`src/rtl/chunked_comparator.sv`:
```
// chunked_comparator: multi-cycle magnitude comparator.
// Operands are compared CHUNK bits per cycle, most-significant chunk first,
// and the operation ends at the first chunk that differs. A signed compare
// is turned into an unsigned one by flipping both sign bits when latched.
module chunked_comparator #(
  parameter int WIDTH = 18,
  parameter int CHUNK = 6
) (
  input  logic                                clk,
  input  logic                                rst_n,
  input  logic                                start,
  input  logic                                is_signed,
  input  logic [WIDTH-1:0]                    a,
  input  logic [WIDTH-1:0]                    b,
  output logic                                busy,
  output logic                                done,
  output logic                                above,
  output logic                                equal,
  output logic                                below,
  output logic [$clog2(WIDTH/CHUNK+1)-1:0]    cycles
);

  localparam int NCHUNK = WIDTH / CHUNK;
  localparam int CW     = $clog2(NCHUNK + 1);
  localparam int IW     = (NCHUNK > 1) ? $clog2(NCHUNK) : 1;

  typedef enum logic {IDLE, CMP} state_t;

  state_t           state;
  logic [WIDTH-1:0] opa;
  logic [WIDTH-1:0] opb;
  logic [IW-1:0]    idx;
  logic [CHUNK-1:0] chunk_a;
  logic [CHUNK-1:0] chunk_b;
  logic [WIDTH-1:0] sign_mask;

  // Flipping the MSB of both operands maps two's-complement order onto
  // unsigned order, so one unsigned chunk compare serves both modes.
  assign sign_mask = {is_signed, {(WIDTH-1){1'b0}}};

  // Busy comes straight from the registered state, never from start.
  assign busy = (state == CMP);

  // Select the chunk currently under comparison.
  always_comb begin
    chunk_a = opa[int'(idx)*CHUNK +: CHUNK];
    chunk_b = opb[int'(idx)*CHUNK +: CHUNK];
  end

  // Control FSM with registered result flags, done pulse and cycle count.
  // NOTE: all state here is updated with non-blocking assignments so every
  // register samples the pre-edge values, regardless of statement order.
  always_ff @(posedge clk or negedge rst_n) begin
    if (!rst_n) begin
      state  <= IDLE;
      opa    <= '0;
      opb    <= '0;
      idx    <= '0;
      done   <= 1'b0;
      above  <= 1'b0;
      equal  <= 1'b0;
      below  <= 1'b0;
      cycles <= '0;
    end else begin
      done <= 1'b0;
      case (state)
        IDLE: begin
          if (start) begin
            opa    <= a ^ sign_mask;
            opb    <= b ^ sign_mask;
            idx    <= IW'(NCHUNK - 1);
            above  <= 1'b0;
            equal  <= 1'b0;
            below  <= 1'b0;
            cycles <= '0;
            state  <= CMP;
          end
        end
        CMP: begin
          if (chunk_a != chunk_b) begin
            above  <= (chunk_a > chunk_b);
            below  <= (chunk_a < chunk_b);
            cycles <= CW'(NCHUNK - int'(idx));
            done   <= 1'b1;
            state  <= IDLE;
          end else if (idx == '0) begin
            equal  <= 1'b1;
            cycles <= CW'(NCHUNK);
            done   <= 1'b1;
            state  <= IDLE;
          end else begin
            idx <= idx - 1'b1;
          end
        end
        default: state <= IDLE;
      endcase
    end
  end

endmodule
```
`config.mk`:
```
export PLATFORM = sky130hd
export DESIGN_NAME = chunked_comparator
export DESIGN_NICKNAME = d
export VERILOG_FILES = /design/src/rtl/chunked_comparator.sv
export SDC_FILE = /design/constraint.sdc
export NUM_CORES = 1
export LEC_CHECK = 0
export CORE_ASPECT_RATIO = 0.6
export CORE_UTILIZATION = 56
export CTS_BUF_LIST = sky130_fd_sc_hd__clkbuf_4
export CTS_CLUSTER_SIZE = 24
export DETAILED_ROUTE_END_ITERATION = 10
export PLACE_DENSITY = 0.87
export SKIP_CTS_REPAIR_TIMING = 1
export SYNTH_ARGS = -nofsm -noshare
export SYNTH_HDL_FRONTEND = slang
export SYNTH_SLANG_ARGS = --single-unit
```
`constraint.sdc`:
```
create_clock -name clk -period 4.27 [get_ports clk]
set_input_delay 0.854 -clock clk [delete_from_list [all_inputs] [get_ports clk]]
set_output_delay 0.854 -clock clk [all_outputs]
set_load 0.02 [all_outputs]
```
==> results.yml <==
run_status:
  outcome: "finished clean"
yosys:
  synth-compound-area-share_pct: 7.449
  synth.mux.area_fraction_pct: 24.57
  synthAdderAreaFrac_pct: 4.106
  yosysTopAreaCell: "dfrtp_1"
  netlist_area_um2: 2133
  synth-seq-area-share_pct: 52.79
  synth_nets: 222
  ys_ff_latch: 45
  synth_top_family_by_area: "multiplexers"
  syn_area_per_cell_um2: 12.19
  yosys-top-cells-area: "dfrtp_1 (53%), mux2_2 (18%), mux2i_1 (6.1%), ha_1 (4.1%), a21oi_1 (3.5%)"
  yosys_warnings: 0
  netlist_instances: 175
  synth_xor_area_share_pct: 0.8211
  synth_top_area_share_pct: 52.79
  yosys.area_share.simple_pct: 7.097
  synth.distinct_cells: 28
timing:
  fin_crit_ns: 3.078
  setup_viol: 0
  fin_setup_tns_ns: 0
  fin_crit_sh_pct: 72.07
  max-slew-margin-rel_pct: 31.92
  clock_skew_ns: 0.02051
  worst-slew-pin-transition_ns: 1.019
  drv_slew: 0
  fmax_ghz: 0.3249
  final-hold-violation-count: 0
  rsz0062_at_grt: "false"
place:
  gp_congestion: 0.7824
  hpwl_um: 3066
  port_buffers: 46
  place_inst: 256
critical_path:
  ff2ff_path_depth: 7
  crit_path_end_kind: "flip-flop"
  cp-start-kind: "flip-flop"
  regToRegStartpoint: "idx[1]"
  critPathArrivalTime_ns: 3.35
  path_class: "reg -> reg"
  crit_required_ns: 4.54
  startpoint: "idx[1]"
  critPathMaxFanout: 17
power:
  power.share.switching_pct: 33.06
  internal_power_uw: 772.7
  leakagePower_nw: 1.169
  power.switching_uw: 381.5
  powerDensity_nw_per_um2: 435.1
  power_frac_clock_pct: 17.7
  ir_worst_vdd_v: 0.0002930
  comb_power_share_pct: 32.5
  seqPwrFrac_pct: 49.8
cts:
  numCtsBuffers: 5
  clkTransAtPathRegs_ns: 0.14
  clock-root-buffer: "clkbuf_4"
  cts.sinks: 45
  cts.htree.levels: 2
  cts_tree: "yes"
  clk_latency_ns: 0.37
  cts_buffer_depth: 2
final_layout:
  antenna_cells: 0
  fin_nets: 265
  syn_to_final_growth_pct: 24.34
  layout-drive-gt1-share_pct: 21.46
  seqCellArea_um2: 1126
  final_cell_count_no_fill: 264
  mostFrequentLayoutCells: "dfrtp_1 (45), clkdlybuf4s50_1 (45), mux2_2 (34), a21oi_1 (15), mux2i_1 (13)"
  num-fill-cells: 233
  multi_input_area_um2: 944.7
global_routing:
  globalRouteOverflowTotal: 0
  grt_pass1_vias: 1518
  grt_pass1_wl_um: 6975
  grt.total_usage_pct: 23.63
  antenna_found_initial: 0
  grt_max_degree: 46
floorplanning:
  core_area_um2: 3443
  die_y_um: 49.81
  io_pins: 47
  dieArea_um2: 4068
  start_util_pct: 61.95
  num_rows: 16
  die_x_um: 81.68
drt:
  drtIter0Drc: 70
  wl_per_cell_um: 15.72
  wirelength_um: 4151
  vias_per_cell: 5.443
  drc: 0
  first_pass_iters: 4
  ant_nets: 0
  via_count: 1437
worst_hold_path:
  hold_depth: 1
  worstHoldStart: "opb[11]"
  hold_path_class: "reg -> reg"
flow_run:
  drv_cap: 0
==> critical path: stages (launching register included) <==
cell	delay (ns)
dfrtp_1	0.74
nor2_1	0.76
a21oi_1	0.22
ha_1	0.36
nand4_2	0.15
or2_4	0.31
nand2_1	0.11
mux2_1	0.33
==> worst paths after layout <==
check | to | slack (ns)
worst max-delay path | above | 1.19
worst min-delay path | opb[11] | 0.52
worst max register to register | above | 1.19
worst min register to register | opb[11] | 0.52
max in group asynchronous | opb[14] | 3.03
min in group asynchronous | cycles[1] | 0.62
==> cells in the mapped netlist <==
master and n:
ha_1 7, nand4_2 1, o221ai_1 1, clkbuf_1 2
inv_1 4, o21ai_0 6, a31oi_1 1, nand2_1 10
nor3b_1 1, nor3_2 1, xnor2_1 2, nor3_1 2
o22ai_1 1, o21a_1 1, nor2_1 11, a21o_1 1
mux2i_1 13, mux2_1 1, dfrtp_1 45, nand3_1 1
a311oi_1 2, buf_4 2, nor2b_1 2, a21oi_1 15
or2_4 1, nor2_2 1, mux2_2 34, buf_2 6
==> cells by family (layout without fill, tap and decap cells) <==
family                   after synthesis  count (layout)
flip-flops                            45              45
AO/OA/AOI/OAI                         28              28
multiplexers                          48              48
buffers and inverters                 14              58
XOR/XNOR                               2               2
adder cells (fa/ha/maj)                7               7
AND/OR/NAND/NOR                       31              31
==> power by group through the flow <==
stage	Sequential, mW	Combinational, mW	Clock, mW
finish	0.575	0.375	0.204
CTS	0.575	0.380	0.209
floorplan	0.569	0.253	0
global route	0.587	0.414	0.225
detailed placement	0.584	0.380	0
global placement	0.578	0.361	0
==> registers in the layout, indices dropped and copies added, names as in the netlist <==
name    flops
opa        18
opb        18
cycles      2
idx         2
above       1
below       1
busy        1
done        1
equal       1
==> per-layer routing <==
layer / vias up / part of all wire [%] / GRT usage (%)
met3: 5 / 5.0 / 6.296
met1: 688 / 49 / 32.12
met2: 39 / 45 / 37.08
met4: 0 / 1.0 / 7.018
li1: 705 / - / -
met5: - / 0 / 0
==> metrics by stage <==
| stage | power [mW] | cell area [um^2] | hold slack [ns] | setup WS, ns | utilization (%) |
|---|---|---|---|---|---|
| floorplan | 0.8220 | 2133 | 0.4799 | 2.051 | - |
| global placement | 0.9387 | 2597 | 0.4892 | 1.345 | 75.44 |
| detailed placement | 0.9633 | 2597 | 0.4993 | 1.238 | 75.44 |
| CTS | 1.163 | 2653 | 0.5285 | 1.243 | 77.03 |
| global route | 1.227 | 2653 | 0.5456 | 1.054 | 77.03 |
| finish | 1.154 | 2653 | 0.5243 | 1.192 | 77.03 |
==> cell type report <==
cell class,instances,area share [%]
clock buffer,5,1.415
sequential,45,42.45
timing repair buffer,46,17.17
tap,45,2.123
inverter,4,0.5660
multi-input combinational,116,35.61
clock inverter,3,0.6604
Note: power is estimated with default switching activity, not from simulation.
